### src/rtl/turfio_cin_align_if.sv
// CIN lane alignment bus: start/status toward SURF registers plus lane delay control/readback.
interface turfio_cin_align_if;
    logic       start_i;
    logic [3:0] data_i;
    logic [8:0] delay_cntvalueout_i;
    logic       en_vtc_o;
    logic       delay_load_o;
    logic       delay_rd_o;
    logic [1:0] delay_sel_o;
    logic [8:0] delay_cntvaluein_o;
    logic       busy_o;
    logic       done_o;
    logic       fail_o;
    logic [9:0] eye_start_o;
    logic [9:0] eye_width_o;

    // Register/lane side: issues start, supplies lane data and readback.
    modport master (
        output start_i, data_i, delay_cntvalueout_i,
        input  en_vtc_o, delay_load_o, delay_rd_o, delay_sel_o, delay_cntvaluein_o,
        input  busy_o, done_o, fail_o, eye_start_o, eye_width_o
    );

    // Alignment controller side.
    modport slave (
        input  start_i, data_i, delay_cntvalueout_i,
        output en_vtc_o, delay_load_o, delay_rd_o, delay_sel_o, delay_cntvaluein_o,
        output busy_o, done_o, fail_o, eye_start_o, eye_width_o
    );
endinterface

### src/rtl/turfio_cin_align.sv
// Eye-centering controller for one CIN lane: sweep taps, pick longest passing window, load its centre.
// Define CIN_ALIGN_ODELAY_EN to sweep the IDELAY+ODELAY cascade (1023 combined taps).
module turfio_cin_align #(
    parameter logic [3:0]  TRAIN_PATTERN = 4'hA,
    parameter int unsigned DWELL         = 256,
    parameter int unsigned SETTLE        = 16,
    parameter int unsigned MIN_EYE       = 8
) (
    input logic                rxclk_i,
    input logic                rst_n_i,
    turfio_cin_align_if.slave  cin
);

`ifdef CIN_ALIGN_ODELAY_EN
    localparam logic [9:0] TAP_MAX = 10'd1022;
`else
    localparam logic [9:0] TAP_MAX = 10'd511;
`endif
    localparam logic [8:0] SETTLE_LAST = 9'(SETTLE - 1);
    localparam logic [8:0] DWELL_LAST  = 9'(DWELL - 1);
    localparam logic [9:0] MIN_EYE_W   = 10'(MIN_EYE);

    typedef enum logic [3:0] {
        S_IDLE, S_VTC_OFF, S_ZERO_OD, S_LOAD, S_SETTLE, S_SAMPLE, S_NEXT, S_EVAL,
        S_CTR_LOAD, S_CTR_WAIT, S_READBACK, S_VTC_ON, S_DONE, S_FAIL_LOAD
    } state_t;

    state_t     state, state_n;
    logic [8:0] cnt;
    logic [9:0] tap, centre;
    logic       pass_acc, run_open;
    logic [9:0] run_start, run_len, best_start, best_len;
    logic       done_r, fail_r;
    logic [9:0] eye_start_r, eye_width_r;

    function automatic logic [8:0] idelay_part(input logic [9:0] t);
        return (t > 10'd511) ? 9'd511 : t[8:0];
    endfunction

`ifdef CIN_ALIGN_ODELAY_EN
    function automatic logic [8:0] odelay_part(input logic [9:0] t);
        return (t > 10'd511) ? 9'(t - 10'd511) : '0;
    endfunction
`endif

    // Run bookkeeping for the tap just sampled; a pass on the last tap closes the run too.
    logic       last_tap, cand_valid;
    logic [9:0] cur_start, cur_len, cand_start, cand_len;
    always_comb begin
        last_tap   = (tap == TAP_MAX);
        cur_start  = run_open ? run_start : tap;
        cur_len    = run_open ? run_len + 10'd1 : 10'd1;
        cand_valid = pass_acc ? last_tap : run_open;
        cand_start = pass_acc ? cur_start : run_start;
        cand_len   = pass_acc ? cur_len : run_len;
    end

    always_ff @(posedge rxclk_i or negedge rst_n_i) begin
        if (!rst_n_i) state <= S_IDLE;
        else          state <= state_n;
    end

    always_comb begin
        state_n = state;
        case (state)
            S_IDLE:     if (cin.start_i) state_n = S_VTC_OFF;
            S_VTC_OFF:  if (cnt == SETTLE_LAST) state_n = S_ZERO_OD;
            S_ZERO_OD:  state_n = S_LOAD;
            S_LOAD:     state_n = S_SETTLE;
            S_SETTLE:   if (cnt == SETTLE_LAST) state_n = S_SAMPLE;
            S_SAMPLE:   if (cnt == DWELL_LAST) state_n = S_NEXT;
            S_NEXT:     state_n = last_tap ? S_EVAL : S_LOAD;
            S_EVAL:     state_n = (best_len < MIN_EYE_W) ? S_FAIL_LOAD : S_CTR_LOAD;
`ifdef CIN_ALIGN_ODELAY_EN
            S_CTR_LOAD: if (cnt == 9'd1) state_n = S_CTR_WAIT;
`else
            S_CTR_LOAD: state_n = S_CTR_WAIT;
`endif
            S_CTR_WAIT: if (cnt == SETTLE_LAST) state_n = S_READBACK;
            S_READBACK: if (cnt == 9'd2)
                            state_n = (cin.delay_cntvalueout_i == idelay_part(centre)) ? S_VTC_ON
                                                                                       : S_FAIL_LOAD;
            S_VTC_ON:   if (cnt == SETTLE_LAST) state_n = S_DONE;
            S_DONE:     state_n = S_IDLE;
            S_FAIL_LOAD: state_n = S_IDLE;
            default:    state_n = S_IDLE;
        endcase
    end

    always_ff @(posedge rxclk_i or negedge rst_n_i) begin
        if (!rst_n_i) begin
            cnt <= '0; tap <= '0; centre <= '0; pass_acc <= 1'b0; run_open <= 1'b0;
            run_start <= '0; run_len <= '0; best_start <= '0; best_len <= '0;
            done_r <= 1'b0; fail_r <= 1'b0; eye_start_r <= '0; eye_width_r <= '0;
        end else begin
            cnt <= (state_n != state) ? '0 : cnt + 9'd1;
            case (state)
                S_IDLE: if (cin.start_i) begin
                    tap <= '0; run_open <= 1'b0; run_start <= '0; run_len <= '0;
                    best_start <= '0; best_len <= '0;
                    done_r <= 1'b0; fail_r <= 1'b0; eye_start_r <= '0; eye_width_r <= '0;
                end
                S_LOAD:   pass_acc <= 1'b1;
                S_SAMPLE: if (cin.data_i != TRAIN_PATTERN) pass_acc <= 1'b0;
                S_NEXT: begin
                    if (pass_acc) begin
                        run_start <= cur_start;
                        run_len   <= cur_len;
                    end
                    run_open <= pass_acc && !last_tap;
                    if (cand_valid && cand_len > best_len) begin
                        best_start <= cand_start;
                        best_len   <= cand_len;
                    end
                    if (!last_tap) tap <= tap + 10'd1;
                end
                S_EVAL: begin
                    eye_start_r <= best_start;
                    eye_width_r <= best_len;
                    centre      <= best_start + (best_len >> 1);
                end
                S_DONE:      done_r <= 1'b1;
                S_FAIL_LOAD: fail_r <= 1'b1;
                default: ;
            endcase
        end
    end

    always_comb begin
        cin.delay_load_o       = 1'b0;
        cin.delay_rd_o         = 1'b0;
        cin.delay_sel_o        = 2'd0;
        cin.delay_cntvaluein_o = '0;
        cin.en_vtc_o           = 1'b1;
        cin.busy_o             = !(state inside {S_IDLE, S_DONE, S_FAIL_LOAD});
        if (state inside {S_VTC_OFF, S_ZERO_OD, S_LOAD, S_SETTLE, S_SAMPLE, S_NEXT, S_EVAL,
                          S_CTR_LOAD, S_CTR_WAIT, S_READBACK})
            cin.en_vtc_o = 1'b0;
        case (state)
            S_ZERO_OD: begin
                cin.delay_load_o = 1'b1;
                cin.delay_sel_o  = 2'd1;
            end
            S_LOAD: begin
                cin.delay_load_o = 1'b1;
`ifdef CIN_ALIGN_ODELAY_EN
                // Beyond IDELAY end-stop only the ODELAY stage moves.
                if (tap > 10'd511) begin
                    cin.delay_sel_o        = 2'd1;
                    cin.delay_cntvaluein_o = odelay_part(tap);
                end else begin
                    cin.delay_cntvaluein_o = tap[8:0];
                end
`else
                cin.delay_cntvaluein_o = tap[8:0];
`endif
            end
            S_CTR_LOAD: begin
                cin.delay_load_o = 1'b1;
`ifdef CIN_ALIGN_ODELAY_EN
                if (cnt == 9'd0) begin
                    cin.delay_cntvaluein_o = idelay_part(centre);
                end else begin
                    cin.delay_sel_o        = 2'd1;
                    cin.delay_cntvaluein_o = odelay_part(centre);
                end
`else
                cin.delay_cntvaluein_o = idelay_part(centre);
`endif
            end
            S_READBACK:  cin.delay_rd_o   = (cnt == 9'd0);
            S_FAIL_LOAD: cin.delay_load_o = 1'b1;
            default: ;
        endcase
    end

    assign cin.done_o      = done_r;
    assign cin.fail_o      = fail_r;
    assign cin.eye_start_o = eye_start_r;
    assign cin.eye_width_o = eye_width_r;

endmodule
### src/flat_wrapper.sv
// flat-port wrapper written by rule: the top's interface ports become plain ports
module turfio_cin_align_flat 
#(
    parameter logic [3:0]  TRAIN_PATTERN = 4'hA,
    parameter int unsigned DWELL         = 256,
    parameter int unsigned SETTLE        = 16,
    parameter int unsigned MIN_EYE       = 8
)
  (rxclk_i, rst_n_i, cin_start_i, cin_data_i, cin_delay_cntvalueout_i, cin_en_vtc_o, cin_delay_load_o, cin_delay_rd_o, cin_delay_sel_o, cin_delay_cntvaluein_o, cin_busy_o, cin_done_o, cin_fail_o, cin_eye_start_o, cin_eye_width_o);
  turfio_cin_align_if cin_i ();
  input logic rxclk_i;
  input logic rst_n_i;
  input wire logic [$bits(cin_i.start_i)-1:0] cin_start_i;
  input wire logic [$bits(cin_i.data_i)-1:0] cin_data_i;
  input wire logic [$bits(cin_i.delay_cntvalueout_i)-1:0] cin_delay_cntvalueout_i;
  output wire logic [$bits(cin_i.en_vtc_o)-1:0] cin_en_vtc_o;
  output wire logic [$bits(cin_i.delay_load_o)-1:0] cin_delay_load_o;
  output wire logic [$bits(cin_i.delay_rd_o)-1:0] cin_delay_rd_o;
  output wire logic [$bits(cin_i.delay_sel_o)-1:0] cin_delay_sel_o;
  output wire logic [$bits(cin_i.delay_cntvaluein_o)-1:0] cin_delay_cntvaluein_o;
  output wire logic [$bits(cin_i.busy_o)-1:0] cin_busy_o;
  output wire logic [$bits(cin_i.done_o)-1:0] cin_done_o;
  output wire logic [$bits(cin_i.fail_o)-1:0] cin_fail_o;
  output wire logic [$bits(cin_i.eye_start_o)-1:0] cin_eye_start_o;
  output wire logic [$bits(cin_i.eye_width_o)-1:0] cin_eye_width_o;
  assign cin_i.start_i = cin_start_i;
  assign cin_i.data_i = cin_data_i;
  assign cin_i.delay_cntvalueout_i = cin_delay_cntvalueout_i;
  assign cin_en_vtc_o = cin_i.en_vtc_o;
  assign cin_delay_load_o = cin_i.delay_load_o;
  assign cin_delay_rd_o = cin_i.delay_rd_o;
  assign cin_delay_sel_o = cin_i.delay_sel_o;
  assign cin_delay_cntvaluein_o = cin_i.delay_cntvaluein_o;
  assign cin_busy_o = cin_i.busy_o;
  assign cin_done_o = cin_i.done_o;
  assign cin_fail_o = cin_i.fail_o;
  assign cin_eye_start_o = cin_i.eye_start_o;
  assign cin_eye_width_o = cin_i.eye_width_o;
  turfio_cin_align #(.TRAIN_PATTERN(TRAIN_PATTERN), .DWELL(DWELL), .SETTLE(SETTLE), .MIN_EYE(MIN_EYE)) u_core (.rxclk_i(rxclk_i), .rst_n_i(rst_n_i), .cin(cin_i));
endmodule
### config.mk
export PLATFORM = sky130hd
export DESIGN_NAME = turfio_cin_align_flat
export DESIGN_NICKNAME = d
export VERILOG_FILES = /design/src/rtl/turfio_cin_align_if.sv /design/src/rtl/turfio_cin_align.sv /design/src/flat_wrapper.sv
export SDC_FILE = /design/constraint.sdc
export NUM_CORES = 1
export LEC_CHECK = 0
export BUFFER_PORTS_ARGS = -buffer_cell sky130_fd_sc_hd__buf_2
export CAP_MARGIN = 40
export CORE_MARGIN = 2
export CORE_UTILIZATION = 65
export DETAILED_ROUTE_END_ITERATION = 8
export PLACE_DENSITY = 0.95
export SETUP_SLACK_MARGIN = 0.15
export SLEW_MARGIN = 20
export SYNTH_ARGS = -nofsm -noshare
export SYNTH_HDL_FRONTEND = slang
export SYNTH_SLANG_ARGS = --single-unit
### constraint.sdc
create_clock -name rxclk_i -period 5.8 [get_ports rxclk_i]
set_input_delay 1.16 -clock rxclk_i [delete_from_list [all_inputs] [get_ports rxclk_i]]
set_output_delay 1.16 -clock rxclk_i [all_outputs]
set_load 0.005 [all_outputs]
* Yosys cells after proc, flatten, opt, wreduce, memory -nomap -nowiden
Index checks and enable logic that the tools add are counted.
** Storage, ports and cells
- Flip-flop bits (word level) :: 97
- Word-level logic and storage cells :: 106
- Output and inout bits :: 37
- Input port bits :: 16
** Cells by class
- Muxes and demuxes :: 40
- $lt $le $gt $ge :: 3
- Reduce and logical (&&, ||, !) cells :: 21
- Eq/ne operators :: 24
- Add/sub/neg operators :: 4
** Operators with widths (count)
- $pmux 10 s2 :: 7
- $mux 10 :: 8
- $pmux 4 s12 :: 1
- $mux 4 :: 7
- $eq 4x4->1 const B :: 6
- $add 10x1->10 const B :: 2
- $mux 9 :: 2
- $pmux 9 s2 :: 1
- $eq 4x3->1 const B :: 4
- $add 10x9->10 :: 1
- $eq 10x9->1 const B :: 1
- $gt 10x10->1 :: 1
- $gt 10x9->1 const B :: 1
- $lt 10x4->1 const B :: 1
- $reduce_and 2->1 :: 5
- $reduce_bool 10->1 :: 1
- $reduce_bool 2->1 :: 5
- $add 9x1->9 const B :: 1
- $eq 9x2->1 const B :: 1
- $eq 9x4->1 const B :: 1
- $eq 9x8->1 const B :: 1
- $eq 9x9->1 :: 1
- $logic_not 9->1 :: 1
- $mux 3 :: 3
- other kinds (14) :: 29

* Longest topological paths before layout
Gate-level depths: netlist of the first run.
- Depth in word-level cells :: 8
- Depth in mapped cells :: 13
- Depth with buffers taken out :: 12

* Worst setup path before layout of the first run
OpenSTA, ideal clock, no wires.
- Kind :: reg2reg
- Start :: register u_core.pass_acc
- End :: register u_core.best_len[0]
- Library setup time :: 0.081 ns
- Cell stages (with the launch flop) :: 12
- Slack :: 2.918 ns
- Clock period less this slack :: 2.882 ns
- Buffers on the path :: 2
- Data required time :: 5.719 ns
- Data arrival time :: 2.801 ns
- Path through :: dfrtp_1 -> clkbuf_1 -> nand4_1 -> or3_1 -> a21o_1 -> inv_1 -> ha_1 -> nand4_1 -> a21oi_1 -> o311ai_0 -> clkbuf_1 -> mux2i_1
** Between the ends
- Longest elaborated chain between the ends :: 5
- Elaborated cells on any way between the ends :: 8
- Those cells by class :: 1 x order compare; 1 x eq/ne; 4 x mux; 2 x reduce/logical
** Ends and longest elaborated chain
- start, declared :: RTL line turfio_cin_align.sv:31 : logic pass_acc, run_open;
- start signal, assigned :: RTL line turfio_cin_align.sv:92 : cnt <= '0; tap <= '0; centre <= '0; pass_acc <= 1'b0; run_open <= 1'b0;
- start signal, assigned :: RTL line turfio_cin_align.sv:103 : S_LOAD: pass_acc <= 1'b1;
- start signal, assigned :: RTL line turfio_cin_align.sv:104 : S_SAMPLE: if (cin.data_i != TRAIN_PATTERN) pass_acc <= 1'b0;
- $mux 10
- $gt 10x10->1 :: RTL line turfio_cin_align.sv:111 : if (cand_valid && cand_len > best_len) begin
- $logic_and 1x1->1 :: RTL line turfio_cin_align.sv:111
- $ne 2x1->1 (no source line)
- $reduce_and 3->1 (no source line)
- end signal, assigned :: RTL line turfio_cin_align.sv:113 : best_len <= cand_len;
- end, declared :: RTL line turfio_cin_align.sv:32 : logic [9:0] run_start, run_len, best_start, best_len;
Parallel ways exist; a longest one is shown, timed or not. The select of a mux whose other input is x is not followed.
A chain may end at the register's enable or synchronous reset.

* Final worst setup path of the first run
- Start :: register u_core.state[0]
- End :: output port cin_delay_cntvaluein_o[6]
** Between the ends
- Longest elaborated chain between the ends :: 2
- Elaborated cells on any way between the ends :: 3
- Those cells by class :: 2 x eq/ne; 1 x mux
** Ends and longest elaborated chain
- start, declared :: RTL line turfio_cin_align.sv:28 : state_t state, state_n;
- start signal, assigned :: RTL line turfio_cin_align.sv:60 : else state <= state_n;
- $eq 4x4->1 / $eq 4x2->1 (equally long branches) :: RTL line turfio_cin_align.sv:139 : case (state)
- $pmux 9 s2 * :: RTL line turfio_cin_align.sv:139
- end, declared :: RTL line flat_wrapper.sv:20 : output wire logic [$bits(cin_i.delay_cntvaluein_o)-1:0] cin_delay_cntvaluein_o;
Mark *: on every way between the ends. The rest lies on a longest branch, timed or not.

==> results by group, run 1 <==
Placement
  • Pre-CTS setup slack: between 2000 and 3000 ps
  • Post-DP HPWL: about 10000 um
  • Port buffer count: ~50
  • Global placer's final weighted congestion: 0.975

Critical path
  • FF-to-FF setup slack: 2550 ps
  • Reg-to-reg startpoint: u_core.pass_acc$_DFFE_PN0P_
  • Worst setup path start: u_core.state[0]$_DFF_PN0_
  • Worst R2R Path Depth: 10
  • Worst setup path endpoint: cin_delay_cntvaluein_o[6]
  • Nature of the critical path endpoint: output pin
  • CP arrival: between 2000 and 2500 ps
  • Max FO, Critical Path: 22
  • Reg-to-Reg End: u_core.best_start[0]$_DFFE_PN0P_
  • Setup crit start kind: register
  • WS Path Type: register to output pin
  • CP required: roughly 4600 ps

Power
  • Overall power: about 1.1 mW
  • PwrDens: between 150 and 200 nW/um^2
  • Clock network power share: 0.384
  • Flop pwr share: 0.591
  • Switching power: between 0.2 and 0.3 mW
  • Int Power: 0.854 mW
  • Comb pwr share: 0.025
  • Leakage power: 3.03 nW
  • Worst VDD drop: 0.000131 V
  • Sw frac: 0.253

Synth
  • Ys flop type: dfrtp_1
  • Main area contributors after synthesis: dfrtp_1, mux2i_1, ha_1
  • Commonest cells in the netlist: dfrtp_1, nand2_1, o21ai_0
  • Syn nets: 680
  • Unique masters post-synth: 64
  • Ys async rst share: 1.00
  • Top-area cell type share of the netlist area: 0.425
  • Syn_area_per_cell: between 8 and 9 sq um
  • Cell taking the most area after synthesis: dfrtp_1
  • Cell count after synthesis: around 640
  • Number of synthesized flops with an enable pin: 0
  • Post-synthesis sequential area ratio: 0.425
  • Synth warnings: 0
  • Top-count cell post-synth: dfrtp_1
  • Synthesis-stage register bit count: 97
  • Cell Area, Synth: between 5000 and 6000 sq um

Floorplanning
  • Core area: 8640 sq um
  • Die W: roughly 98 um
  • Row cnt: 34
  • Initial Util: 0.662
  • Die Footprint: around 9600 sq um
  • I/O pin count: 53
  • Die Y: slightly below 100 um

Clock network
  • Root buf cell: clkbuf_8
  • Post-CTS Hold Buffers: 0
  • Clock Sinks: 97
  • CTS max path bufs: 2
  • TritonCTS buffer count: 9
  • Clock transition at the registers of the reported paths: roughly 110 ps
  • TritonCTS clock tree: built
  • Setup Buffers After CTS: 0
  • Post-CTS resize count: 0
  • Clk Latency, worst-skew pair: around 380 ps
  • CTS H-tree depth: 3

Timing
  • Setup-failing EPs final: 0
  • Slew @ Worst Pin: around 820 ps
  • Clock Skew: between 15 and 20 ps
  • Final Hold Viols: 0
  • Fmax: around 280 MHz
  • Max Slew Vio Count: 0
  • Fin crit period: between 3000 and 4000 ps
  • RSZ-0062 raised after global routing: false
  • Rel. slew slack: 0.447
  • Tcrit/Tclk final: 0.605
  • Setup TNS: 0 ps
  • Final WS setup: around 2300 ps

Finish
  • Layout Utilization: 0.726
  • Fillers: ~600
  • Final net count: 713
  • P&R area growth vs syn: 9.74%
  • ANT cells: 0
  • Share of layout cells above drive strength 1: 0.133

Global route
  • Largest net degree at the start of global routing: 66
  • Vias in the first global route: just under 5000
  • Global route overflow: 0
  • Routing usage on met2: 0.481
  • GR Util met1: 0.438
  • Initial antenna violation count: 0
  • Global-route wire length before repair: 24300 um
  • GRT Total Usage: 0.313
  • GR Layer Usage met3: 0.0608
  • Busiest grt layer: met2

Detailed routing
  • DRT Pass-1 Iters: 8
  • DRC: 0
  • Vias: ~5000
  • Routed len/inst: between 15 and 20 um
  • DR iter-0 viols: between 500 and 600
  • Vias per std cell: between 6 and 7
  • Drt total wl: roughly 15000 um
  • Antenna viol nets, final: 0

Hold path
  • Hold WC Path Type: register to register

Run status
  • Status: complete, no violations

Job
  • Max-Cap Viols: 0
-- routing by layer --
metal	share of wire	wire length (um)
met1	0.42	6070
met2	0.46	6750
met3	0.081	1180
met4	0.039	573
met5	0	0
-- final cells by class --
cell class                 count  area [sq um]  share of cell area
sequential                    97          2430               0.387
inverter                      32           120              0.0191
tap                          108           135              0.0215
timing repair buffer          61           373              0.0594
clock buffer                   9           124              0.0197
multi-input combinational    470          3020               0.481
clock inverter                 7          73.8              0.0118
-- cells in the final DEF (no fill, tap or decap), types with 6 or more instances in the layout --
cell type | Yosys | final
nand2_1 | 79 | 79
o21ai_0 | 59 | 59
dfrtp_1 | 97 | 97
nor2_1 | 38 | 38
or3_1 | 9 | 9
a21o_1 | 6 | 6
a31oi_1 | 10 | 10
buf_4 | 1 | 9
buf_2 | 3 | 50
nand3_1 | 44 | 43
clkbuf_8 | 0 | 9
ha_1 | 25 | 25
inv_1 | 32 | 32
nor3_1 | 11 | 11
nand4_1 | 8 | 8
xnor2_1 | 10 | 10
nor2b_1 | 12 | 12
a21oi_1 | 25 | 25
xor2_1 | 13 | 13
a22o_1 | 10 | 10
a211oi_1 | 6 | 6
nand2b_1 | 7 | 7
mux2i_1 | 32 | 32
-- worst min path at each step --
stage | cells past startpoint | to | slack (ps) | from
after CTS | 2 | u_core.cin.eye_width_o[1]$_DFFE_PN0P_ | 510 | u_core.cin.eye_width_o[1]$_DFFE_PN0P_
after floorplan | 2 | u_core.centre[0]$_DFFE_PN0P_ | 460 | u_core.centre[0]$_DFFE_PN0P_
after global placement | 2 | u_core.cin.eye_width_o[1]$_DFFE_PN0P_ | 480 | u_core.cin.eye_width_o[1]$_DFFE_PN0P_
after global routing | 2 | u_core.cin.eye_width_o[0]$_DFFE_PN0P_ | 520 | u_core.cin.eye_width_o[0]$_DFFE_PN0P_
after detailed placement | 2 | u_core.cin.eye_width_o[0]$_DFFE_PN0P_ | 480 | u_core.cin.eye_width_o[0]$_DFFE_PN0P_
final | 2 | u_core.cin.eye_width_o[1]$_DFFE_PN0P_ | 510 | u_core.cin.eye_width_o[1]$_DFFE_PN0P_
-- logic make-up (layout without fill, tap and decap cells) --
logic type / Yosys count / count (layout) / synth area share
AO/OA/AOI/OAI: 148 / 148 / 0.165
flip-flops: 97 / 97 / 0.425
multiplexers: 34 / 34 / 0.0600
AND/OR/NAND/NOR: 238 / 238 / 0.207
buffers and inverters: 71 / 109 / 0.0492
XOR/XNOR: 23 / 23 / 0.0352
adder cells (fa/ha/maj): 26 / 26 / 0.0582
other: 1 / 1 / 0.000656
-- power by group through the flow --
stage / Clock [mW] / Combinational (mW) / Sequential [mW]
2_1_floorplan: 0 / 0.00480 / 0.689
3_3_place_gp: 0 / 0.0254 / 0.689
3_5_place_dp: 0 / 0.0264 / 0.689
4_1_cts: 0.439 / 0.0267 / 0.676
5_1_grt: 0.472 / 0.0324 / 0.676
6_report: 0.439 / 0.0282 / 0.676
-- worst max-delay path: stages (launching register included) --
cell     delay [ps]
dfrtp_1         740
nand2_1         190
nor3_1          670
nand2_1         140
o21ai_0         100
buf_2           140
-- state kept, by name (all words and copies together) (netlist names) --
name	cells
u_core.best_len	10
u_core.best_start	10
u_core.centre	10
u_core.cin.done_o	1
u_core.cin.eye_start_o	10
u_core.cin.eye_width_o	10
u_core.cin.fail_o	1
u_core.cnt	9
u_core.pass_acc	1
u_core.run_len	10
u_core.run_open	1
u_core.run_start	10
u_core.state	4
u_core.tap	10
-- stage by stage --
stage | area [sq um] | cells | hold slack [ps]
finish | 6270 | 784 | 510
global route | 6270 | 784 | 524
CTS | 6250 | 783 | 509
detailed placement | 6050 | 767 | 478
global placement | 6010 | 764 | 478
floorplan | 5720 | 638 | 460
No activity file was read; power rests on OpenSTA's default activity.
==> run 2, diff against run 1 <==
--- a/config.mk
+++ b/config.mk
@@ -8,9 +8,9 @@
 export BUFFER_PORTS_ARGS = -buffer_cell sky130_fd_sc_hd__buf_2
 export CAP_MARGIN = 40
 export CORE_MARGIN = 2
-export CORE_UTILIZATION = 65
+export CORE_UTILIZATION = 60
 export DETAILED_ROUTE_END_ITERATION = 8
-export PLACE_DENSITY = 0.95
+export PLACE_DENSITY = 0.91
 export SETUP_SLACK_MARGIN = 0.15
 export SLEW_MARGIN = 20
 export SYNTH_ARGS = -nofsm -noshare
==> constraint.sdc (replaced) <==
create_clock -name rxclk_i -period 3.6 [get_ports rxclk_i]
set_input_delay 0.72 -clock rxclk_i [delete_from_list [all_inputs] [get_ports rxclk_i]]
set_output_delay 0.72 -clock rxclk_i [all_outputs]
set_load 0.005 [all_outputs]
==> run 2 against run 1 <==
Die area increased by 8.0%. Clock power rose by 73%. Hold slack worse by 150 ps. Critical path type unchanged. Largest cell class unchanged.
==> results by group, run 2 (synthesis gave the netlist of run 1 again) <==
Run status
  • Status: complete, no violations

Finish
  • P&R area growth vs syn: 9.94%
  • Finished Cell Area: 6280 sq um
  • Area of the multi-input gates: roughly 3000 sq um
  • Share of layout cells above drive strength 1: 0.133
  • ANT cells: 0
  • Commonest non-fill, non-tap cells in the layout: dfrtp_1, nand2_1, o21ai_0
  • Final net count: roughly 700
  • Commonest non-fill, non-tap cell in the layout: dfrtp_1
  • Register area: roughly 2400 sq um
  • Fillers: 687

Floorplanning
  • Core area: between 9000 and 10000 sq um
  • Row cnt: 35
  • Die Y: between 100 and 150 um
  • Die W: ~100 um
  • Initial Util: 0.619
  • Die Footprint: 10300 sq um
  • I/O pin count: between 50 and 60

Timing
  • Final Hold Viols: 0
  • Fmax: 314 MHz
  • Setup-failing EPs final: 0
  • RSZ-0062 raised after global routing: false
  • Rel. slew slack: 0.448
  • Fin crit period: 3190 ps
  • Clock Skew: 10.2 ps
  • Tcrit/Tclk final: 0.885
  • WHS: around 360 ps
  • Slew @ Worst Pin: 822 ps
  • Setup TNS: 0 ps
  • Max Slew Vio Count: 0
  • Final WS setup: slightly above 400 ps

Critical path
  • Reg-to-Reg End: u_core.best_start[4]$_DFFE_PN0P_
  • CP top delay family: simple AND/OR/NAND/NOR gates
  • Max FO, Critical Path: 22
  • FF-to-FF setup slack: approximately 520 ps
  • Nature of the critical path endpoint: output pin
  • Reg-to-reg startpoint: u_core.run_len[0]$_DFFE_PN0P_
  • Critical-path cell list: nand2_1 -> nor3_1 -> nand2_1 -> o21ai_0 -> buf_2
  • Cell mode on critical path: nand2_1
  • Setup crit start kind: register
  • CP required: around 2900 ps
  • CP arrival: roughly 2500 ps
  • Worst R2R Path Depth: 13
  • Buf/Inv on CP: 1
  • Slowest stage delay, CP: between 700 and 800 ps
  • CP max stage cell: dfrtp_1
  • Worst setup path start: u_core.state[0]$_DFF_PN0_
  • WS Path Type: register to output pin

Power
  • Comb pwr share: 0.022
  • Leakage power: approximately 3.0 nW
  • Flop pwr share: 0.576
  • PwrDens: approximately 300 nW/um^2
  • Switching power: 0.391 mW
  • Clock network power share: 0.402
  • Sw frac: 0.207
  • Int Power: 1.50 mW
  • Worst VDD drop: between 0.0002 and 0.00025 V
  • Overall power: around 1.9 mW

Detailed routing
  • Drt total wl: 14500 um
  • DR iter-0 viols: 526
  • Routed len/inst: about 18 um
  • DRC: 0
  • Vias per std cell: about 6.3
  • Antenna viol nets, final: 0
  • DRT Pass-1 Iters: 6
  • Vias: 5057

Clock network
  • Root buf cell: clkbuf_8
  • Clock Sinks: 97
  • Setup Buffers After CTS: 0
  • CTS max path bufs: 2
  • Clock transition at the registers of the reported paths: 90 ps
  • Post-CTS Hold Buffers: 0
  • TritonCTS buffer count: 9
  • Clk Latency, worst-skew pair: roughly 370 ps
  • Post-CTS resize count: 0
  • TritonCTS clock tree: built
  • CTS H-tree depth: 3

Global route
  • Global route overflow: 0
  • Vias in the first global route: 4908
  • Global-route wire length before repair: between 20000 and 25000 um
  • Largest net degree at the start of global routing: 53
  • GRT Total Usage: 0.295
  • Initial antenna violation count: 0

Hold path
  • Hold WC Path Type: primary input to asynchronous set/reset pin

Placement
  • Pre-CTS setup slack: 701 ps
  • Port buffer count: 51
  • Placed instance area: between 6000 and 7000 sq um
  • Post-DP HPWL: 10300 um
  • Global placer's final weighted congestion: a little under 0.9

Job
  • Max-Cap Viols: 0
## run 2: cell type report
| cell class | count | share of cell area |
|---|---|---|
| clock buffer | 10 | 0.0219 |
| clock inverter | 3 | 0.0108 |
| inverter | 32 | 0.0191 |
| multi-input combinational | 470 | 0.481 |
| sequential | 97 | 0.386 |
| tap | 129 | 0.0257 |
| timing repair buffer | 64 | 0.0557 |
## run 2: worst register-to-register path, cell delays in order, from the launching register on
cell and delay, ps:
dfrtp_1 440, ha_1 280, nand3_1 140, nand2_1 100, o21ai_0 100, a21oi_1 420
inv_1 90, ha_1 290, nand4_1 110, nor3_1 200, nor3_1 80, o311ai_2 100
buf_4 370, mux2i_1 280
## run 2: per-stage QoR
stage	utilization	std cells
final	0.680	805
after global routing	0.680	805
after CTS	0.680	805
after detailed placement	0.658	792
after global placement	0.657	790
after floorplan	-	638
## run 2: metal layers
layer	routed length [um]	GRT usage
met4	444	0.129
met3	1230	0.0449
met5	0	0
met1	5950	0.400
met2	6880	0.471
## run 2: how the worst max path moves through the flow
stage,end,cells after the start
4_1_cts,cin_delay_cntvaluein_o[2],5
2_1_floorplan,u_core.best_len[0]$_DFFE_PN0P_,11
5_1_grt,cin_delay_cntvaluein_o[2],5
3_3_place_gp,u_core.best_len[3]$_DFFE_PN0P_,10
6_report,cin_delay_cntvaluein_o[2],5
3_5_place_dp,u_core.best_start[4]$_DFFE_PN0P_,13
## run 2: power by group through the flow
stage / combinational [mW] / sequential, mW / clock, mW
6_report: 0.0411 / 1.09 / 0.761
5_1_grt: 0.0480 / 1.09 / 0.814
4_1_cts: 0.0426 / 1.09 / 0.768
3_5_place_dp: 0.0425 / 1.11 / 0
3_3_place_gp: 0.0409 / 1.11 / 0
2_1_floorplan: 0.00773 / 1.11 / 0
==> run 3, diff against run 2 <==
--- a/config.mk
+++ b/config.mk
@@ -5,11 +5,12 @@
 export SDC_FILE = /design/constraint.sdc
 export NUM_CORES = 1
 export LEC_CHECK = 0
-export BUFFER_PORTS_ARGS = -buffer_cell sky130_fd_sc_hd__buf_2
+export ABC_CLOCK_PERIOD_IN_PS = 3600
 export CAP_MARGIN = 40
 export CORE_MARGIN = 2
-export CORE_UTILIZATION = 60
+export CORE_UTILIZATION = 64
 export DETAILED_ROUTE_END_ITERATION = 8
+export DONT_BUFFER_PORTS = 1
 export PLACE_DENSITY = 0.91
 export SETUP_SLACK_MARGIN = 0.15
 export SLEW_MARGIN = 20
==> run 3 against run 2 <==
Clock skew is 5.0 ps higher. Die area is 6.0% lower. Hold slack lost 320 ps. Critical path depth decreased by 1. Clock power shrank 8.8%. Clock-buffer cell count grew 3. Sequential cell count stayed put. Critical endpoint is now cin_delay_cntvaluein_o[8]. Largest cell class unchanged. Highest routed layer unchanged.
==> results by group, run 3 (synthesis gave the netlist of run 1 again) <==
Run status
  • Status: complete, no violations

Timing
  • Fin crit period: approximately 3000 ps
  • Rel. slew slack: 0.411
  • Setup-failing EPs final: 0
  • Slew @ Worst Pin: 876 ps
  • Max Slew Vio Count: 0
  • RSZ-0062 raised after global routing: false
  • Tcrit/Tclk final: 0.852
  • Setup TNS: 0 ps
  • Fmax: 326 MHz
  • Clock Skew: around 15 ps
  • Final Hold Viols: 0

Detailed routing
  • DRC: 0
  • Routed len/inst: roughly 20 um
  • Drt total wl: roughly 14000 um
  • DR iter-0 viols: about 530
  • Antenna viol nets, final: 0
  • Vias: roughly 4900
  • Vias per std cell: between 6 and 7
  • DRT Pass-1 Iters: 5

Clock network
  • Post-CTS resize count: 0
  • Clock transition at the registers of the reported paths: approximately 100 ps
  • Setup Buffers After CTS: 0
  • TritonCTS clock tree: built
  • Root buf cell: clkbuf_8
  • Post-CTS Hold Buffers: 0
  • CTS H-tree depth: 3
  • Clk Latency, worst-skew pair: about 370 ps
  • Clock Sinks: 97
  • CTS max path bufs: 2
  • TritonCTS buffer count: 9

Job
  • Max-Cap Viols: 0

Critical path
  • CP required: between 2000 and 3000 ps
  • WS Path Type: register to output pin
  • Max FO, Critical Path: 22
  • Worst R2R Path Depth: 10
  • Nature of the critical path endpoint: output pin
  • Reg-to-Reg End: u_core.best_len[0]$_DFFE_PN0P_
  • FF-to-FF setup slack: around 550 ps
  • Slowest stage delay, CP: roughly 800 ps
  • CP arrival: 2350 ps
  • Reg-to-reg startpoint: u_core.pass_acc$_DFFE_PN0P_
  • Critical-path cell list: nand2_1 -> nor3_1 -> nand2_1 -> o21ai_0
  • Setup crit start kind: register
  • Cell mode on critical path: nand2_1
  • CP max stage cell: dfrtp_1

Finish
  • Fillers: 657
  • Commonest non-fill, non-tap cells in the layout: dfrtp_1, nand2_1, o21ai_0
  • Commonest non-fill, non-tap cell in the layout: dfrtp_1
  • Layout Utilization: 0.688
  • ANT cells: 0
  • Share of layout cells above drive strength 1: 0.0594
  • Final net count: 660
  • P&R area growth vs syn: 4.42%
  • Finished Cell Area: 5970 sq um
  • Post-Layout Cell Count: 731

Floorplanning
  • Die Footprint: slightly below 10000 sq um
  • Row cnt: 34
  • Die W: about 99 um
  • Core area: roughly 8700 sq um
  • Initial Util: 0.659
  • Die Y: 98.5 um
  • I/O pin count: 53

Power
  • Switching power: 0.388 mW
  • PwrDens: roughly 300 nW/um^2
  • Flop pwr share: 0.608
  • Sw frac: 0.217
  • Clock network power share: 0.387
  • Worst VDD drop: roughly 0.00015 V
  • Overall power: between 1.5 and 2 mW
  • Leakage power: 2.81 nW
  • Comb pwr share: 0.005
  • Int Power: roughly 1.4 mW

Global route
  • Routing usage on met2: 0.476
  • Busiest grt layer: met2
  • GRT Total Usage: 0.305
  • Initial antenna violation count: 0
  • Vias in the first global route: approximately 4700
  • Global route overflow: 0
  • Largest net degree at the start of global routing: 98
  • GR Layer Usage met3: 0.0468
  • Global-route wire length before repair: 23700 um
  • GR Util met1: 0.429

Placement
  • Post-DP HPWL: 10100 um
  • Placed Cells incl. Taps: about 720
  • Global placer's final weighted congestion: ~1
  • Placed instance area: roughly 5800 sq um
  • Port buffer count: 0

Hold path
  • Hold WC Path Type: primary input to asynchronous set/reset pin
## run 3: changes by cell type in the layout (fill, tap and decap cells not counted), sizes merged
cell	delta
bufinv	-2
clkinvlp	+1
clkinv	+1
buf	-56
clkbuf	+3
## run 3: layer usage
layer | vias up | share of wire
met5 | - | 0
met4 | 0 | 0.032
met3 | 44 | 0.081
li1 | 2227 | -
met2 | 267 | 0.48
met1 | 2378 | 0.41
## run 3: power groups by stage
| stage | combinational, mW | sequential, mW | clock [mW] |
|---|---|---|---|
| 2_1_floorplan | 0.00773 | 1.11 | 0 |
| 3_3_place_gp | 0.00809 | 1.11 | 0 |
| 3_5_place_dp | 0.00834 | 1.11 | 0 |
| 4_1_cts | 0.00845 | 1.09 | 0.699 |
| 5_1_grt | 0.00942 | 1.09 | 0.740 |
| 6_report | 0.00846 | 1.09 | 0.694 |
## run 3: final cells by class
class | count | area [sq um] | share of cell area
tap | 108 | 135 | 0.0226
multi-input combinational | 470 | 3020 | 0.506
inverter | 32 | 120 | 0.0201
clock inverter | 3 | 23.8 | 0.00398
sequential | 97 | 2430 | 0.407
timing repair buffer | 8 | 72.6 | 0.0122
clock buffer | 13 | 169 | 0.0283
## run 3: critical path, delay by kind of cell, from the launching register on
kind | cells | cell delay, ps
compound gates | 1 | 160
simple gates | 3 | 1040
flops | 1 | 780
## run 3: worst max-delay path by stage
stage / from / to / slack (ps) / cells after the start
4_1_cts: u_core.pass_acc$_DFFE_PN0P_ / u_core.best_len[2]$_DFFE_PN0P_ / 420 / 10
3_5_place_dp: u_core.pass_acc$_DFFE_PN0P_ / u_core.best_len[0]$_DFFE_PN0P_ / 480 / 10
2_1_floorplan: u_core.pass_acc$_DFFE_PN0P_ / u_core.best_len[0]$_DFFE_PN0P_ / 720 / 11
6_report: u_core.state[0]$_DFF_PN0_ / cin_delay_cntvaluein_o[8] / 530 / 4
5_1_grt: u_core.pass_acc$_DFFE_PN0P_ / u_core.best_len[2]$_DFFE_PN0P_ / 340 / 10
3_3_place_gp: u_core.pass_acc$_DFFE_PN0P_ / u_core.best_len[0]$_DFFE_PN0P_ / 700 / 10
## run 3: per-stage QoR
stage	hold WS, ps	setup slack (ps)
floorplan	424	718
global placement	428	698
detailed placement	427	484
CTS	29.4	420
global route	30.6	335
finish	42.5	532
